**config.mk**
```make
export PLATFORM = sky130hd
export DESIGN_NAME = seq_detector_moore_flat
export DESIGN_NICKNAME = d
export VERILOG_FILES = /design/src/rtl/seq_det_pkg.sv /design/src/rtl/seq_detector_moore_if.sv /design/src/rtl/seq_prefix_match.sv /design/src/rtl/seq_detector_moore.sv /design/src/flat_wrapper.sv
export SDC_FILE = /design/constraint.sdc
export NUM_CORES = 1
export LEC_CHECK = 0
export CAP_MARGIN = 10
export CORE_MARGIN = 1
export CORE_UTILIZATION = 55
export DETAILED_ROUTE_END_ITERATION = 10
export GPL_TIMING_DRIVEN = 0
export PLACE_DENSITY = 0.82
export SLEW_MARGIN = 20
export SYNTH_ARGS = -nofsm -noshare
export SYNTH_HDL_FRONTEND = slang
export SYNTH_HIERARCHICAL = 1
export SYNTH_SLANG_ARGS = --single-unit
export TNS_END_PERCENT = 100
```
**constraint.sdc**
```tcl
create_clock -name clk -period 12.19 [get_ports clk]
set_input_delay 1.219 -clock clk [delete_from_list [all_inputs] [get_ports clk]]
set_output_delay 1.219 -clock clk [all_outputs]
set_load 0.02 [all_outputs]
```
**src/rtl/seq_det_pkg.sv**
```systemverilog
// Shared constants for the parametrised Moore sequence detector.
// Defaults reproduce the legacy fixed "1110" detector with overlap on.
package seq_det_pkg;

  localparam int N_MAX_DEF = 8;
  localparam int CNT_W_DEF = 8;

  function automatic int lw_of(input int n);
    return $clog2(n + 1);
  endfunction

  localparam int LW_DEF = lw_of(N_MAX_DEF);

  localparam logic [N_MAX_DEF-1:0] SEQ_DEF_PATTERN = 8'b0000_1110;
  localparam int                   SEQ_DEF_LEN     = 4;
  localparam bit                   SEQ_DEF_OVERLAP = 1'b1;

  // k is the matched-prefix length; 0 is IDLE, the configured length is DETECT
  typedef logic [LW_DEF-1:0] k_t;
  localparam k_t K_IDLE = '0;

endpackage

```
**src/rtl/seq_detector_moore_if.sv**
```systemverilog
// Sample, configuration and status signals of the sequence detector.
interface seq_detector_moore_if #(
  parameter int N_MAX = 8,
  parameter int CNT_W = 8
);
  localparam int LW = $clog2(N_MAX + 1);

  logic             en;
  logic             x;
  logic             cfg_load;
  logic [N_MAX-1:0] cfg_pattern;
  logic [LW-1:0]    cfg_len;
  logic             cfg_overlap;
  logic             cnt_clr;
  logic             y;
  logic [CNT_W-1:0] match_count;
  logic             count_sat;
  logic             cfg_err;

  modport master (
    output en, x, cfg_load, cfg_pattern, cfg_len, cfg_overlap, cnt_clr,
    input  y, match_count, count_sat, cfg_err
  );

  modport slave (
    input  en, x, cfg_load, cfg_pattern, cfg_len, cfg_overlap, cnt_clr,
    output y, match_count, count_sat, cfg_err
  );

endinterface

```
**src/rtl/seq_prefix_match.sv**
```systemverilog
// Longest pattern prefix that is also a suffix of the sample window.
// hist[0] is the newest bit; pattern is right-aligned with bit len-1 first.
module seq_prefix_match #(
  parameter int N_MAX = 8,
  parameter int LW    = $clog2(N_MAX + 1)
) (
  input  logic [N_MAX-1:0] hist,
  input  logic [LW-1:0]    v,
  input  logic [N_MAX-1:0] pattern,
  input  logic [LW-1:0]    len,
  output logic [LW-1:0]    k_nxt
);

  logic [N_MAX:1] hit;

  // Prefix of length j aligned to the window: pattern >> (len-j), low j bits.
  always_comb begin
    hit = '0;
    for (int j = 1; j <= N_MAX; j++) begin
      if (j <= int'(len) && j <= int'(v)) begin
        hit[j] = (((hist ^ (pattern >> (int'(len) - j))) &
                   ({N_MAX{1'b1}} >> (N_MAX - j))) == '0);
      end
    end
  end

  always_comb begin
    k_nxt = '0;
    for (int j = 1; j <= N_MAX; j++) begin
      if (hit[j]) begin
        k_nxt = LW'(j);
      end
    end
  end

endmodule

```
**src/rtl/seq_detector_moore.sv**
```systemverilog
// Run-time configurable Moore sequence detector with saturating match counter.
//   state        | meaning
//   k = 0        | IDLE: no prefix of the pattern matched
//   0 < k < len  | k leading pattern bits matched
//   k = len      | DETECT: y = 1
module seq_detector_moore
  import seq_det_pkg::*;
#(
  parameter int               N_MAX       = N_MAX_DEF,
  parameter int               CNT_W       = CNT_W_DEF,
  parameter logic [N_MAX-1:0] DEF_PATTERN = N_MAX'(SEQ_DEF_PATTERN),
  parameter int               DEF_LEN     = SEQ_DEF_LEN,
  parameter bit               DEF_OVERLAP = SEQ_DEF_OVERLAP
) (
  input logic                 clk,
  input logic                 rst,
  seq_detector_moore_if.slave bus
);

  localparam int LW = lw_of(N_MAX);

  logic [N_MAX-1:0] pat_q;
  logic [LW-1:0]    len_q;
  logic             ovl_q;

  // Older N_MAX-1 samples; with the incoming x they form the N_MAX-bit window.
  logic [N_MAX-2:0] hist_q, hist_d;
  logic [LW-1:0]    v_q, v_d, v_inc;
  logic [LW-1:0]    k_q, k_d, k_match;
  logic [N_MAX-1:0] win;
  logic             cfg_ok, sample, hit_detect;

  logic [CNT_W-1:0] cnt_q, cnt_inc;
  logic             sat_q, err_q;

  assign cfg_ok     = (bus.cfg_len != '0) && (int'(bus.cfg_len) <= N_MAX);
  assign sample     = bus.en && !bus.cfg_load;
  assign win        = {hist_q, bus.x};
  assign v_inc      = (int'(v_q) == N_MAX) ? v_q : v_q + 1'b1;
  assign hit_detect = (k_match == len_q);
  assign cnt_inc    = cnt_q + 1'b1;

  seq_prefix_match #(.N_MAX(N_MAX), .LW(LW)) u_match (
    .hist    (win),
    .v       (v_inc),
    .pattern (pat_q),
    .len     (len_q),
    .k_nxt   (k_match)
  );

  always_ff @(posedge clk or negedge rst) begin
    if (!rst) begin
      k_q <= LW'(K_IDLE);
    end else begin
      k_q <= k_d;
    end
  end

  // A load, accepted or not, consumes the cycle; only an accepted one restarts.
  always_comb begin
    k_d    = k_q;
    v_d    = v_q;
    hist_d = hist_q;
    if (bus.cfg_load) begin
      if (cfg_ok) begin
        k_d    = '0;
        v_d    = '0;
        hist_d = '0;
      end
    end else if (bus.en) begin
      k_d    = k_match;
      hist_d = win[N_MAX-2:0];
      v_d    = (hit_detect && !ovl_q) ? '0 : v_inc;
    end
  end

  always_comb begin
    bus.y = (k_q == len_q);
  end

  always_ff @(posedge clk or negedge rst) begin
    if (!rst) begin
      hist_q <= '0;
      v_q    <= '0;
    end else begin
      hist_q <= hist_d;
      v_q    <= v_d;
    end
  end

  always_ff @(posedge clk or negedge rst) begin
    if (!rst) begin
      pat_q <= DEF_PATTERN;
      len_q <= LW'(DEF_LEN);
      ovl_q <= DEF_OVERLAP;
      err_q <= 1'b0;
    end else begin
      err_q <= bus.cfg_load && !cfg_ok;
      if (bus.cfg_load && cfg_ok) begin
        pat_q <= bus.cfg_pattern;
        len_q <= bus.cfg_len;
        ovl_q <= bus.cfg_overlap;
      end
    end
  end

  always_ff @(posedge clk or negedge rst) begin
    if (!rst) begin
      cnt_q <= '0;
      sat_q <= 1'b0;
    end else if (bus.cnt_clr) begin
      cnt_q <= '0;
      sat_q <= 1'b0;
    end else if (sample && hit_detect) begin
      if (!(&cnt_q)) begin
        cnt_q <= cnt_inc;
      end
      if ((&cnt_inc) || (&cnt_q)) begin
        sat_q <= 1'b1;
      end
    end
  end

  assign bus.match_count = cnt_q;
  assign bus.count_sat   = sat_q;
  assign bus.cfg_err     = err_q;

endmodule

```
**src/flat_wrapper.sv**
```systemverilog
// flat-port wrapper written by rule: the top's interface ports become plain ports
module seq_detector_moore_flat import seq_det_pkg::*;
#(
  parameter int               N_MAX       = N_MAX_DEF,
  parameter int               CNT_W       = CNT_W_DEF,
  parameter logic [N_MAX-1:0] DEF_PATTERN = N_MAX'(SEQ_DEF_PATTERN),
  parameter int               DEF_LEN     = SEQ_DEF_LEN,
  parameter bit               DEF_OVERLAP = SEQ_DEF_OVERLAP
)
  (clk, rst, bus_en, bus_x, bus_cfg_load, bus_cfg_pattern, bus_cfg_len, bus_cfg_overlap, bus_cnt_clr, bus_y, bus_match_count, bus_count_sat, bus_cfg_err);
  seq_detector_moore_if #(.N_MAX(N_MAX), .CNT_W(CNT_W)) bus_i ();
  input logic clk;
  input logic rst;
  input wire logic [$bits(bus_i.en)-1:0] bus_en;
  input wire logic [$bits(bus_i.x)-1:0] bus_x;
  input wire logic [$bits(bus_i.cfg_load)-1:0] bus_cfg_load;
  input wire logic [$bits(bus_i.cfg_pattern)-1:0] bus_cfg_pattern;
  input wire logic [$bits(bus_i.cfg_len)-1:0] bus_cfg_len;
  input wire logic [$bits(bus_i.cfg_overlap)-1:0] bus_cfg_overlap;
  input wire logic [$bits(bus_i.cnt_clr)-1:0] bus_cnt_clr;
  output wire logic [$bits(bus_i.y)-1:0] bus_y;
  output wire logic [$bits(bus_i.match_count)-1:0] bus_match_count;
  output wire logic [$bits(bus_i.count_sat)-1:0] bus_count_sat;
  output wire logic [$bits(bus_i.cfg_err)-1:0] bus_cfg_err;
  assign bus_i.en = bus_en;
  assign bus_i.x = bus_x;
  assign bus_i.cfg_load = bus_cfg_load;
  assign bus_i.cfg_pattern = bus_cfg_pattern;
  assign bus_i.cfg_len = bus_cfg_len;
  assign bus_i.cfg_overlap = bus_cfg_overlap;
  assign bus_i.cnt_clr = bus_cnt_clr;
  assign bus_y = bus_i.y;
  assign bus_match_count = bus_i.match_count;
  assign bus_count_sat = bus_i.count_sat;
  assign bus_cfg_err = bus_i.cfg_err;
  seq_detector_moore #(.N_MAX(N_MAX), .CNT_W(CNT_W), .DEF_PATTERN(DEF_PATTERN), .DEF_LEN(DEF_LEN), .DEF_OVERLAP(DEF_OVERLAP)) u_core (.clk(clk), .rst(rst), .bus(bus_i));
endmodule
```
# [Yosys cells after proc, flatten, opt, wreduce, memory -nomap -nowiden]
# Index checks and enable logic that the tools add are counted.
[word_totals] wordCells=124 out_inout_bits=11 regBits=38 input_bits=19
[classes] n_reduce_logical=35 shift=8 n_mux=32 n_addsub=10 n_bitwise=8 order_cmp=17 n_eq_ne=5
[op_table] cell="$logic_not A8 Y1" n=8
[op_table] cell="$mux W4" n=14
[op_table] cell="$le A3 B4 Y1 const A" n=8
[op_table] cell="$shr A8 B32 Y1" n=1
[op_table] cell="$shr A8 B32 Y2" n=1
[op_table] cell="$shr A8 B32 Y3" n=1
[op_table] cell="$shr A8 B32 Y4" n=1
[op_table] cell="$shr A8 B32 Y5" n=1
[op_table] cell="$shr A8 B32 Y6" n=1
[op_table] cell="$shr A8 B32 Y7" n=1
[op_table] cell="$shr A8 B32 Y8" n=1
[op_table] cell="$mux W8" n=3
[op_table] cell="$mux W7" n=3
[op_table] cell="$sub A4 B3 Y5 const B" n=4
[op_table] cell="$le A2 B4 Y1 const A" n=4
[op_table] cell="$reduce_and A8 Y1" n=2
[op_table] cell="$logic_and A1 B1 Y1" n=14
[op_table] cell="$mux W1" n=12
[op_table] cell="$sub A4 B2 Y5 const B" n=2
[op_table] cell="$add A8 B1 Y8 const B" n=1
[op_table] cell="$eq A4 B4 Y1" n=2
[op_table] cell="$le A1 B4 Y1 const A" n=2
[op_table] cell="$le A4 B4 Y1 const A" n=2
[op_table] cell="$xor A8 B8 Y8" n=1
[op_table] cell="19 further kinds" n=25

# [Logic depth before layout (Yosys ltp)]
# Gate-level depths: netlist (run 1).
[logic_depth] word_depth=18 depth_mapped=20

# [Hierarchy]
# The synthesis (run 1) kept the hierarchy.
[modules_own_cells] mod="seq_prefix_match" area_each_um2=2658.8 seq_area_each_um2=0.0 cells_per_inst=368 instances=1
[modules_own_cells] mod="seq_detector_moore" area_each_um2=1946.9 seq_area_each_um2=957.2 cells_per_inst=171 instances=1

# [Worst setup path after synthesis (run 1)]
# No wires, ideal clock.
[synth_timing] kind="reg2reg" start="register u_core.len_q[1]" end="register u_core.cnt_q[5] (netlist: u_core/bus.match_count[5])" synth_period_minus_slack_ps=4727 slack_ps=7463 stages_incl_launch_ff=17 required_time_ps=12065 t_arrival_ps=4602 path_cell_list="dfrtp_1 -> clkbuf_1 -> buf_2 -> inv_1 -> ha_1 -> buf_6 -> mux4_2 -> mux2_4 -> a211o_1 -> a211oi_2 -> a211oi_1 -> or4_1 -> a221oi_2 -> xnor2_1 -> nand4_1 -> nor3_1 -> mux2_2"
[synth_between] elab_chain_len=17 word_cells_on_any_way=68 classes_between="add/sub (8); order compare (8); eq/ne (1); shift (8); mux (16); bitwise (8); reduce/logical (19)"
[synth_lines] element="start: declaration" line_no="seq_detector_moore.sv:23" text="logic [LW-1:0] len_q;"
[synth_lines] element="start signal: assignment" line_no="seq_detector_moore.sv:94" text="len_q <= LW'(DEF_LEN);"
[synth_lines] element="start signal: assignment" line_no="seq_detector_moore.sv:101" text="len_q <= bus.cfg_len;"
[synth_lines] element="$sub A4 B1 Y5" line_no="seq_prefix_match.sv:21" text="hit[j] = (((hist ^ (pattern >> (int'(len) - j))) &"
[synth_lines] element="$shr A8 B32 Y1" line_no="seq_prefix_match.sv:21"
[synth_lines] element="$xor A1 B1 Y1" line_no="seq_prefix_match.sv:21"
[synth_lines] element="$logic_not A8 Y1" line_no="seq_prefix_match.sv:21"
[synth_lines] element="$mux W1" line_no="seq_prefix_match.sv:20" text="if (j <= int'(len) && j <= int'(v)) begin"
[synth_lines] element="$mux W1" line_no="seq_prefix_match.sv:30" text="if (hit[j]) begin"
[synth_lines] element="$mux W4 (6 in series)" line_no="seq_prefix_match.sv:30"
[synth_lines] element="$mux W4 (*)" line_no="seq_prefix_match.sv:30"
[synth_lines] element="via u_core.k_match[0]" line_no="seq_detector_moore.sv:29" text="logic [LW-1:0] k_q, k_d, k_match;"
[synth_lines] element="$eq A4 B4 Y1 (*)" line_no="seq_detector_moore.sv:40" text="assign hit_detect = (k_match == len_q);"
[synth_lines] element="$logic_and A1 B1 Y1 (*)" line_no="seq_detector_moore.sv:114" text="end else if (sample && hit_detect) begin"
[synth_lines] element="$reduce_bool A2 Y1 (no source line) (*)"
[synth_lines] element="$reduce_and A2 Y1 (no source line) (*)"
[synth_lines] element="end signal: assignment" line_no="seq_detector_moore.sv:116" text="cnt_q <= cnt_inc;"
[synth_lines] element="end: declaration" line_no="seq_detector_moore.sv:33" text="logic [CNT_W-1:0] cnt_q, cnt_inc;"
# The timed path passes the listed nets; every way through them passes the cells marked *.
# A chain may end at the register's enable or synchronous reset.

# [Worst setup path in the final report (run 1)]
[layout_timing] start="register u_core.len_q[1]" end="register u_core.cnt_q[7] (netlist: u_core/bus.match_count[7])"
# The elaborated chain is that of the path after synthesis.

==> results of run 1 <==
cell usage in the layout (no fill, tap or decap), types with 4 or more instances in the layout:
master / count
a211oi_1: 8
a21o_1: 10
a21oi_1: 29
a311oi_1: 5
a31oi_1: 7
and3_1: 13
buf_2: 9
clkbuf_1: 22
clkbuf_8: 6
clkdlybuf4s50_1: 28
dfrtp_1: 33
dfstp_2: 5
ha_1: 21
inv_1: 12
mux2_2: 13
mux2_4: 7
mux2i_1: 25
mux4_2: 13
nand2_1: 44
nand2b_1: 12
nand3_1: 21
nand4_1: 10
nor2_1: 39
nor2b_1: 11
nor3_1: 10
nor3b_1: 6
nor4_1: 7
nor4b_1: 4
o211ai_1: 5
o21ai_0: 19
xnor2_1: 23
xor2_1: 17
kinds of logic (layout without fill, tap and decap cells):
logic type      after synthesis  in the layout  synth area share
simple gates                195            195             0.221
mux                          60             60             0.177
flops                        38             38             0.208
xor+xnor                     40             40            0.0761
fa+ha+maj                    21             21            0.0570
buf+inv                      53             91            0.0538
compound gates              132            132             0.206
metal layers:
| layer | part of all wire | global-route usage |
|---|---|---|
| met5 | 0 | 0 |
| met4 | 0.041 | 0.163 |
| met3 | 0.094 | 0.0431 |
| met2 | 0.45 | 0.491 |
| met1 | 0.41 | 0.441 |
how the worst min path moves through the flow:
stage / start / endpoint / depth (start not counted)
final: u_core/hist_q[5] / u_core/hist_q[5] / 1
after global routing: u_core/hist_q[5] / u_core/hist_q[5] / 1
after CTS: u_core/hist_q[5] / u_core/hist_q[5] / 1
after detailed placement: u_core/hist_q[5] / u_core/hist_q[5] / 1
after global placement: u_core/hist_q[5] / u_core/hist_q[5] / 1
after floorplan: u_core/hist_q[3] / u_core/hist_q[3] / 1
state kept, by name (all words and copies together) (netlist names):
register,cells
u_core/bus.cfg_err,1
u_core/bus.count_sat,1
u_core/bus.match_count,8
u_core/hist_q,7
u_core/k_q,4
u_core/len_q,4
u_core/ovl_q,1
u_core/pat_q,8
u_core/v_q,4
power groups by stage:
| stage | registers [W] | logic, W | clock network (W) |
|---|---|---|---|
| global placement | 0.000168 | 0.000415 | 0 |
| global route | 0.000170 | 0.000477 | 0.000101 |
| CTS | 0.000167 | 0.000430 | 0.0000967 |
| floorplan | 0.000161 | 0.000332 | 0 |
| finish | 0.000168 | 0.000443 | 0.0000954 |
| detailed placement | 0.000169 | 0.000427 | 0 |
per-stage QoR:
step | utilization | std cells | setup slack, ns | area (um^2) | total power, W
6_report | 0.629 | 682 | 6.51 | 5140 | 0.000707
5_1_grt | 0.629 | 682 | 6.30 | 5140 | 0.000747
4_1_cts | 0.628 | 682 | 6.67 | 5140 | 0.000694
3_5_place_dp | 0.617 | 674 | 6.71 | 5040 | 0.000597
3_3_place_gp | 0.615 | 673 | 6.77 | 5030 | 0.000583
2_1_floorplan | - | 539 | 7.46 | 4610 | 0.000493
final cells by class:
| cell class | instances | area [um^2] |
|---|---|---|
| sequential | 38 | 957 |
| buffer | 38 | 191 |
| inverter | 15 | 56.3 |
| clock buffer | 6 | 82.6 |
| multi-input combinational | 448 | 3410 |
| clock inverter | 2 | 12.5 |
| tap | 105 | 131 |
| timing repair buffer | 30 | 305 |
| fill | 690 | 3030 |
==> metrics.log, run 1 <==
INFO  metric grt_max_degree = 31
INFO  metric number_of_rows_in_the_core_area = 33
INFO  metric vias_in_the_first_global_route = 4250
INFO  metric share_seq_of_total_power = 0.238
INFO  metric sw_frac_of_total = 0.467
INFO  metric cp.arrival = 5.86 ns
INFO  metric worst_clock_skew = approximately 0.013 ns
INFO  metric detail_route.drc_violations = 0
INFO  metric grt.overflow.total = 0
INFO  metric place.gp.congestion = ~0.99
INFO  metric yosys_register_bits = 38
INFO  metric detail_routed_via_count_per_cell = 6.82
INFO  metric antenna_violating_nets_post_route = 0
INFO  metric p_comb_frac = 0.627
INFO  metric grt_pass1_wl = 21700 um
INFO  metric clock_pin_slew_on_the_worst_setup_and_hold_paths = approximately 0.090 ns
INFO  metric regToRegSetupSlack = between 6 and 7 ns
INFO  metric synth_cell_types = 76
INFO  metric router_iterations_before_antenna_repair = 5
INFO  metric synth.area.top_cells = dfrtp_1 18%, mux4_2 6.4%, ha_1 5.7%
INFO  metric final.setup.tns = 0 ns
INFO  metric intPower = around 0.00038 W
INFO  metric syn-cell-area = about 4600 um^2
INFO  metric worstReg2RegEnd = u_core/bus.match_count[7]
INFO  metric critical_path.slowest_cell = dfrtp_1
INFO  metric num_cts_buffers = 5
INFO  metric die_area = 8740 um^2
INFO  metric detailroute.via_count = 4652
INFO  metric syn_inst = 539
INFO  metric worst_slew_pin_slew = 0.786 ns
INFO  metric unrepaired_setup_endpoints_after_global_routing = no
INFO  metric detailedRoute.firstIterationViolations = 522
INFO  metric ctsHoldBuffers = 0
INFO  metric post_cts_resize_count = 0
INFO  metric cp_num_cells = 16
INFO  metric critical_path.startpoint_type = flip-flop
INFO  metric die-width = ~94 um
INFO  metric post_synth_edffs = 0
INFO  metric power.ir.vdd_worst = 0.0000964 V
INFO  metric yosysMostFrequentCell = nand2_1
INFO  metric crit_path_end = u_core/bus.match_count[7]
INFO  metric critical_path.max_fanout = 11
INFO  metric timing.reg2reg.worst_path_depth = 16
INFO  metric holdCritPathClass = flip-flop to flip-flop
INFO  metric setup_viol = 0
INFO  metric worst-setup-path-type = flip-flop to flip-flop
INFO  metric critical_path.cell_chain = clkbuf_1 > buf_2 > inv_1 > ha_1 > buf_6 > mux4_2 > mux2_4 > a211o_1 > a211oi_2 > a211oi_1 > or4_1 > a221oi_2 > xnor2_1 > nand4_1 > nor3_1 > mux2_2
INFO  metric finalHoldViolCount = 0
INFO  metric switchingPower = 0.000330 W
INFO  metric outcome = complete, no violations
INFO  metric hold_slack = 0.506 ns
INFO  metric drive_above_1_share = 0.132
INFO  metric top_cell_type_s_share_of_synthesized_area = 0.179
INFO  metric crit_start = u_core/len_q[1]
INFO  metric crit_required = 12.37 ns
INFO  metric n_antenna_cell = 0
INFO  metric timing.final.crit_period = 5.68 ns
INFO  metric clkSinkCount = 38
INFO  metric dp_hpwl = 10100 um
INFO  metric synth_area_per_cell = 8.54 um^2
INFO  metric clock_tree.root_cell = clkbuf_8
INFO  metric worstSkewPairLatency = about 0.30 ns
INFO  metric h-tree-depth = 2
INFO  metric groute.usage.overall = 0.321
INFO  metric yosys_warnings = 6
INFO  metric power_frac_clock = 0.135
INFO  metric tritoncts = built
INFO  metric timing.critical_path.max_delay_family = multiplexers
INFO  metric clock_tree.buffer_depth = 2
INFO  metric final-max-slew-violation-count = 0
INFO  metric synth_ff_type = dfrtp_1
INFO  metric power-per-cell-area = about 140 nW/um^2
INFO  metric start_util = 0.563
INFO  metric layout_worst_path_cycle_share = 0.466
INFO  metric rr_startpoint = u_core/len_q[1]
INFO  metric die_y = 93.5 um
INFO  metric synth_net_count = 579
INFO  metric finish.net_count = roughly 600
INFO  metric synth_top_cell_by_area = dfrtp_1
INFO  metric cp_slowest_stage_delay = 0.63 ns
INFO  metric wire_per_inst = 20.0 um
INFO  metric ys_seq_area_frac = 0.208
INFO  metric synth_top_cells_by_count = 44 x nand2_1, 39 x nor2_1, 33 x dfrtp_1
INFO  metric area_delta_synth_final = 11.7%
INFO  metric endpoint_kind = flip-flop
INFO  metric postcts_setup_bufs = 0
INFO  metric count_of_buffers_inserted_at_the_top_level_ports = 29
INFO  metric maxSlewHeadroom = 0.472
INFO  metric max_clock_freq = ~0.18 GHz
INFO  metric p_leak = approximately 2.1 nW
INFO  metric crit_buf_inv = 4
INFO  metric io_pins = 30
INFO  metric async_reset_ff_frac = 1.00
INFO  metric initial_antenna_violation_count = 0
INFO  metric coreArea = just over 8000 um^2
INFO  metric finalWirelength = 13600 um
INFO  metric max_cap_viol_count = 0
Note: power is estimated with default switching activity, not from simulation.
==> run 2: changes to the inputs <==
--- a/config.mk
+++ b/config.mk
@@ -10,7 +10,7 @@
 export CORE_UTILIZATION = 55
 export DETAILED_ROUTE_END_ITERATION = 10
 export GPL_TIMING_DRIVEN = 0
-export PLACE_DENSITY = 0.82
+export PLACE_DENSITY = 0.85
 export SLEW_MARGIN = 20
 export SYNTH_ARGS = -nofsm -noshare
 export SYNTH_HDL_FRONTEND = slang
==> constraint.sdc (replaced) <==
create_clock -name clk -period 4.7 [get_ports clk]
set_input_delay 0.47 -clock clk [delete_from_list [all_inputs] [get_ports clk]]
set_output_delay 0.47 -clock clk [all_outputs]
set_load 0.02 [all_outputs]
==> run 2 against run 1 <==
Against the previous run:
- cell area is 3.1% higher
- non-clock buffer count is 8 higher
- total power grew to 2.7 times the previous value
- clock power grew to 2.5 times the previous value
- critical path type unchanged
- critical endpoint unchanged
- largest cell class unchanged
- largest power group unchanged
- highest routed layer unchanged
==> metrics.log, run 2 (synthesized netlist as in run 1, its figures left out) <==
INFO  metric outcome = complete, no violations
INFO  metric timing.final.crit_period = 4.55 ns (-1.13 ns)
INFO  metric worst-setup-path-type = flip-flop to flip-flop
INFO  metric finish.net_count = 624 (+1.3%)
INFO  metric critical_path.cell_chain = buf_8 > clkinvlp_4 > ha_4 > buf_6 > mux4_2 > mux2_4 > a211o_1 > a211oi_2 > a211oi_1 > or4_1 > a221oi_2 > xnor2_1 > nand4_1 > buf_4 > nor3_2 > mux2_2
INFO  metric clock_tree.buffer_depth = 2 (unchanged)
INFO  metric worstSkewPairLatency = 0.30 ns (about the same)
INFO  metric vias_in_the_first_global_route = 4411 (+3.8%)
INFO  metric critical_path.startpoint_type = flip-flop
INFO  metric max_clock_freq = 0.220 GHz (+25%)
INFO  metric endpoint_kind = flip-flop
INFO  metric timing.reg2reg.worst_path_depth = 16 (unchanged)
INFO  metric worst_clock_skew = 0.00532 ns (-0.00756 ns)
INFO  metric antenna_violating_nets_post_route = 0 (unchanged)
INFO  metric number_of_rows_in_the_core_area = 33 (unchanged)
INFO  metric finalHoldViolCount = 0 (unchanged)
INFO  metric layout_worst_path_cycle_share = 0.968 (+0.503)
INFO  metric io_pins = 30 (unchanged)
INFO  metric count_of_buffers_inserted_at_the_top_level_ports = 29 (unchanged)
INFO  metric die-width = 93.5 um (unchanged)
INFO  metric start_util = 0.563 (unchanged)
INFO  metric max_cap_viol_count = 0 (unchanged)
INFO  metric dp_worst_setup_slack = -0.739 ns (-7.45 ns)
INFO  metric most_common_library_cell_in_the_layout_ignoring_fill_and_taps = nand2_1
INFO  metric hold_slack = 0.0367 ns (-0.470 ns)
INFO  metric grt_max_degree = 29 (-6.5%)
INFO  metric power.ir.vdd_worst = 0.000249 V (+160%)
INFO  metric holdCritPathClass = input pin to asynchronous set/reset pin
INFO  metric clock_tree.root_cell = clkbuf_8
INFO  metric grt_pass1_wl = 22200 um (+2.6%)
INFO  metric critical_path.slowest_cell = or4_1
INFO  metric coreArea = 8180 um^2 (unchanged)
INFO  metric detailroute.via_count = 4700 (+1.0%)
INFO  metric worst_slew_pin_slew = 0.768 ns (-0.0186 ns)
INFO  metric finalInstanceArea = 5300 um^2 (+3.1%)
INFO  metric tritoncts = built
INFO  metric finish.utilization = 0.648 (+0.0193)
INFO  metric h-tree-depth = 2 (unchanged)
INFO  metric crit_path_end = u_core/bus.match_count[7]
INFO  metric ctsHoldBuffers = 0 (unchanged)
INFO  metric die_y = 93.5 um (unchanged)
INFO  metric clock_pin_slew_on_the_worst_setup_and_hold_paths = 0.08 ns (about the same)
INFO  metric die_area = 8740 um^2 (unchanged)
INFO  metric num_cts_buffers = 5 (unchanged)
INFO  metric critical_path.max_fanout = 8 (-3)
INFO  metric maxSlewHeadroom = 0.484 (+0.0123)
INFO  metric setup_viol = 0 (unchanged)
INFO  metric detail_routed_via_count_per_cell = 6.81 (-0.14%)
INFO  metric initial_antenna_violation_count = 0 (unchanged)
INFO  metric finalWirelength = 14400 um (+5.8%)
INFO  metric detailedRoute.firstIterationViolations = 481 (-7.9%)
INFO  metric clkSinkCount = 38 (unchanged)
INFO  metric rr_startpoint = u_core/len_q[1]
INFO  metric p_leak = 2.20 nW (+3.6%)
INFO  metric timing.final.ws_setup = 0.149 ns (-6.36 ns)
INFO  metric final-max-slew-violation-count = 0 (unchanged)
INFO  metric placement.cell_area = 5040 um^2 (about the same)
INFO  metric groute.usage.overall = 0.329 (+0.00799)
INFO  metric grt.overflow.total = 0 (unchanged)
INFO  metric area_delta_synth_final = 15.1%
INFO  metric cp.arrival = 4.74 ns (-1.12 ns)
INFO  metric drive_above_1_share = 0.171 (+0.0392)
INFO  metric worstReg2RegEnd = u_core/bus.match_count[7]
INFO  metric wire_per_inst = 20.9 um (+4.5%)
INFO  metric detail_route.drc_violations = 0 (unchanged)
INFO  metric regToRegSetupSlack = 0.15 ns (-6.36 ns)
INFO  metric power-per-cell-area = 360 nW/um^2 (+160%)
INFO  metric place.gp.congestion = 1.01 (+1.9%)
INFO  metric crit_start = u_core/len_q[1]
INFO  metric dp_hpwl = 10300 um (+2.0%)
INFO  metric router_iterations_before_antenna_repair = 5 (unchanged)
INFO  metric final_cell_mix = 44 x nand2_1, 39 x nor2_1, 31 x dfrtp_1
INFO  metric cp_slowest_stage_delay = 0.55 ns (-0.08 ns)
INFO  metric crit_required = 4.89 ns (-7.48 ns)
INFO  metric n_antenna_cell = 0 (unchanged)
==> run 2: cell types whose count changed in the layout (fill, tap and decap cells not counted), moves of 2 or more <==
cell      before  now
buf_4          2   10
buf_8          0    2
clkbuf_1      22   17
clkbuf_2       0    3
dfrtp_1       33   31
dfrtp_2        0    2
ha_1          21   19
inv_4          0    2
nor3_1        10    8
==> run 2: per-layer routing <==
layer	global-route usage	wire length (um)	up-vias
met5	0	0	-
met4	0.164	575	0
met3	0.0667	1260	62
li1	-	-	2096
met1	0.420	5890	2260
met2	0.528	6680	282
==> run 2: worst max-delay path, delay by kind of cell (launching register included) <==
kind                     cells  cell delay (ns)
AO/OA/AOI/OAI                4             0.89
XOR/XNOR                     1             0.18
adder cells (fa/ha/maj)      1             0.29
buffers and inverters        4             0.59
flip-flops                   1             0.47
multiplexers                 3             1.17
AND/OR/NAND/NOR              3             0.85
==> run 2: layout make-up <==
class	count	area, um^2
clock inverters	2	12.5
clock buffers	6	82.6
multi-input cells	448	3450
fillers	666	2870
well taps	105	131
plain buffers	36	218
repair buffers	40	380
flip-flops and latches	38	960
inverters	15	65.1
==> run 2: worst min path at each step <==
stage | from | to
6_report | rst | u_core/bus.count_sat
5_1_grt | rst | u_core/bus.count_sat
4_1_cts | rst | u_core/bus.count_sat
3_5_place_dp | rst | u_core/bus.count_sat
3_3_place_gp | u_core/hist_q[0] | u_core/hist_q[0]
2_1_floorplan | rst | u_core/bus.cfg_err
==> run 2: power breakdown <==
group / switching, W / internal, W
sequential: 0.0000632 / 0.000371
clock: 0.000125 / 0.000118
combinational: 0.000699 / 0.000529
total: 0.000888 / 0.00102
==> run 2: what timing repair did <==
item | 4_1_cts | 5_1_grt
resized for setup | 9 | 20
hold endpoints to repair | 0 | 0
setup buffers | 4 | 6
setup endpoints to repair | 13 | 13
cloned | 0 | 0
pin swaps | 1 | 2
==> run 2: metrics by stage <==
| stage | TNS, ns | instances | total power, W |
|---|---|---|---|
| finish | 0 | 690 | 0.00191 |
| global route | -0.0955 | 690 | 0.00201 |
| CTS | 0 | 684 | 0.00182 |
| detailed placement | -8.25 | 674 | 0.00155 |
| global placement | -6.61 | 673 | 0.00151 |
| floorplan | 0 | 539 | 0.00128 |
==> run 3: changes to the inputs <==
--- a/config.mk
+++ b/config.mk
@@ -9,7 +9,9 @@
 export CORE_MARGIN = 1
 export CORE_UTILIZATION = 55
 export DETAILED_ROUTE_END_ITERATION = 10
+export GPL_ROUTABILITY_DRIVEN = 0
 export GPL_TIMING_DRIVEN = 0
+export MAX_ROUTING_LAYER = met4
 export PLACE_DENSITY = 0.85
 export SLEW_MARGIN = 20
 export SYNTH_ARGS = -nofsm -noshare
==> run 3 against run 2 <==
Against the previous run:
- via count up 3.9%
- sequential share of layout area down 0.28 points
- setup slack worse by 0.027 ns
- core utilization up 1.0 points
- routed wire length up 2.6%
- clock skew up 0.0028 ns
- clock-buffer cell count down 1
- sequential cell count unchanged
- die area unchanged
- cell area up 1.6%
- clock power up 40%
- global-route usage up 2.2 points
==> metrics.log, run 3 (synthesized netlist as in run 1, its figures left out) <==
INFO  metric crit_buf_inv = 4 (unchanged)
INFO  metric clock_pin_slew_on_the_worst_setup_and_hold_paths = 0.08 ns (about the same)
INFO  metric clock_tree.buffer_depth = 2 (unchanged)
INFO  metric num_cts_buffers = 5 (unchanged)
INFO  metric worst-setup-path-type = flip-flop to flip-flop
INFO  metric timing.critical_path.max_delay_family = multiplexers
INFO  metric max_cap_viol_count = 0 (unchanged)
INFO  metric sw_frac_of_total = 0.448 (-0.0174)
INFO  metric power_frac_clock = 0.167 (+0.040)
INFO  metric crit_required = 4.88 ns (about the same)
INFO  metric final_cell_mix = 44 x nand2_1, 39 x nor2_1, 31 x dfrtp_1
INFO  metric clkSinkCount = 38 (unchanged)
INFO  metric multi_input_comb_area = 3470 um^2 (+0.51%)
INFO  metric count_of_buffers_inserted_at_the_top_level_ports = 29 (unchanged)
INFO  metric maxSlewHeadroom = 0.470 (-0.0146)
INFO  metric placement.cell_area = 5040 um^2 (unchanged)
INFO  metric detail_routed_via_count_per_cell = 7.05 (+3.5%)
INFO  metric holdCritPathClass = input pin to asynchronous set/reset pin
INFO  metric initial_antenna_violation_count = 0 (unchanged)
INFO  metric n_antenna_cell = 0 (unchanged)
INFO  metric layout_worst_path_cycle_share = 0.974 (+0.00568)
INFO  metric grt_max_degree = 31 (+6.9%)
INFO  metric p_comb_frac = 0.619 (-0.026)
INFO  metric detail_route.drc_violations = 0 (unchanged)
INFO  metric p_leak = 2.22 nW (+0.71%)
INFO  metric timing.final.ws_setup = 0.122 ns (-0.0267 ns)
INFO  metric coreArea = 8180 um^2 (unchanged)
INFO  metric endpoint_kind = flip-flop
INFO  metric dp.cells = 674 (unchanged)
INFO  metric rr_startpoint = u_core/len_q[1]
INFO  metric vias_in_the_first_global_route = 4671 (+5.9%)
INFO  metric finalHoldViolCount = 0 (unchanged)
INFO  metric drive_above_1_share = 0.177 (+0.00593)
INFO  metric crit_start = u_core/len_q[1]
INFO  metric finalInstanceArea = 5380 um^2 (+1.6%)
INFO  metric tritoncts = built
INFO  metric critical_path.cell_chain = buf_8 > clkinvlp_4 > ha_4 > buf_6 > mux4_2 > mux2_4 > a211o_1 > a211oi_2 > a211oi_1 > or4_1 > a221oi_2 > xnor2_1 > nand4_1 > buf_4 > nor3_2 > mux2_2
INFO  metric power-per-cell-area = 378 nW/um^2 (+5.1%)
INFO  metric max_clock_freq = 0.218 GHz (-0.58%)
INFO  metric start_util = 0.563 (unchanged)
INFO  metric dp_hpwl = 10200 um (-1.0%)
INFO  metric dp_worst_setup_slack = -0.707 ns (+0.0320 ns)
INFO  metric switchingPower = 0.000912 W (+2.8%)
INFO  metric detailroute.via_count = 4885 (+3.9%)
INFO  metric io_pins = 30 (unchanged)
INFO  metric cp.arrival = 4.76 ns (+0.02 ns)
INFO  metric worstSkewPairLatency = 0.29 ns (about the same)
INFO  metric intPower = 0.00112 W (+10%)
INFO  metric timing.final.crit_period = 4.58 ns (+0.0267 ns)
INFO  metric setup_viol = 0 (unchanged)
INFO  metric ctsHoldBuffers = 0 (unchanged)
INFO  metric hold_slack = 0.0236 ns (-0.0131 ns)
INFO  metric finalWirelength = 14800 um (+2.6%)
INFO  metric ff_latch_area = 960 um^2 (unchanged)
INFO  metric instances_no_fill = 693 (+0.43%)
INFO  metric die_area = 8740 um^2 (unchanged)
INFO  metric h-tree-depth = 2 (unchanged)
INFO  metric wire_per_inst = 21.3 um (+2.1%)
INFO  metric outcome = complete, no violations
INFO  metric clock_tree.root_cell = clkbuf_8
INFO  metric share_seq_of_total_power = 0.215 (-0.013)
INFO  metric fill_cells = 641 (-3.8%)
INFO  metric cp_slowest_stage_delay = 0.55 ns (about the same)
INFO  metric area_delta_synth_final = 16.9%
INFO  metric grt.overflow.total = 0 (unchanged)
INFO  metric router_iterations_before_antenna_repair = 6 (+1)
INFO  metric critical_path.startpoint_type = flip-flop
INFO  metric most_common_library_cell_in_the_layout_ignoring_fill_and_taps = nand2_1
INFO  metric detailedRoute.firstIterationViolations = 739 (+54%)
INFO  metric finish.net_count = 627 (+0.48%)
INFO  metric groute.usage.overall = 0.350 (+0.0216)
INFO  metric antenna_violating_nets_post_route = 0 (unchanged)
INFO  metric power.ir.vdd_worst = 0.000280 V (+12%)
INFO  metric worst_slew_pin_slew = 0.790 ns (+0.0217 ns)
INFO  metric critical_path.max_fanout = 7 (-1)
INFO  metric critical_path.slowest_cell = or4_1
INFO  metric number_of_rows_in_the_core_area = 33 (unchanged)
INFO  metric final-max-slew-violation-count = 0 (unchanged)
INFO  metric die-width = 93.5 um (unchanged)
INFO  metric grt_pass1_wl = 23100 um (+4.1%)
INFO  metric die_y = 93.5 um (unchanged)
INFO  metric worst_clock_skew = 0.00811 ns (+0.00279 ns)
-- run 3: worst reg2reg max path, cell delays in order, from the launching register on --
cell and delay [ns]:
dfrtp_2 0.50, buf_8 0.17, clkinvlp_4 0.13, ha_4 0.29
buf_6 0.13, mux4_2 0.54, mux2_4 0.30, a211o_1 0.25
a211oi_2 0.21, a211oi_1 0.09, or4_1 0.55, a221oi_2 0.34
xnor2_1 0.17, nand4_1 0.10, buf_4 0.17, nor3_2 0.18
mux2_2 0.35
-- run 3: worst paths after layout --
kind	end	slack [ns]	cells after the start
max	u_core/bus.match_count[5]	0.12	16
min	u_core/bus.count_sat	0.02	1
min reg2reg	u_core/hist_q[5]	0.50	1
max reg2reg	u_core/bus.match_count[5]	0.12	16
min in group clk	u_core/hist_q[5]	0.50	1
max in group asynchronous	u_core/len_q[2]	4.16	2
-- run 3: stage by stage --
step           total power (W)  TNS, ns  utilization
3_3_place_gp           0.00150    -6.00        0.615
6_report               0.00204        0        0.659
4_1_cts                0.00192        0        0.640
2_1_floorplan          0.00128        0            -
3_5_place_dp           0.00155    -7.88        0.617
5_1_grt                0.00213  -0.0171        0.659
-- run 3: power groups by stage --
stage                     clock (W)  combinational, W  sequential (W)
after floorplan                   0          0.000861        0.000418
after global placement            0           0.00106        0.000437
after detailed placement          0           0.00111        0.000440
after CTS                  0.000343           0.00115        0.000431
after global routing       0.000355           0.00133        0.000441
final                      0.000339           0.00126        0.000437
-- run 3: repair_timing --
item	CTS	global route
setup buffers	4	9
resized for setup	10	21
gates cloned	0	0
endpoints found under the setup margin	13	13
pin swaps	2	2
-- run 3: routing by layer --
metal	up-vias	share of wire	routed length, um	track usage
met5	-	0	0	-
met4	0	0.057	839	0.171
li1	2109	-	-	-
met3	99	0.11	1690	0.0675
met2	358	0.45	6660	0.545
met1	2319	0.38	5580	0.438
-- run 3: area by class of cell --
cell class,instances,share of cell area
multi-input combinational,448,0.644
tap,105,0.0244
inverter,15,0.0119
buffer,36,0.0407
sequential,38,0.178
clock buffer,5,0.0128
timing repair buffer,43,0.0748
clock inverter,3,0.0128
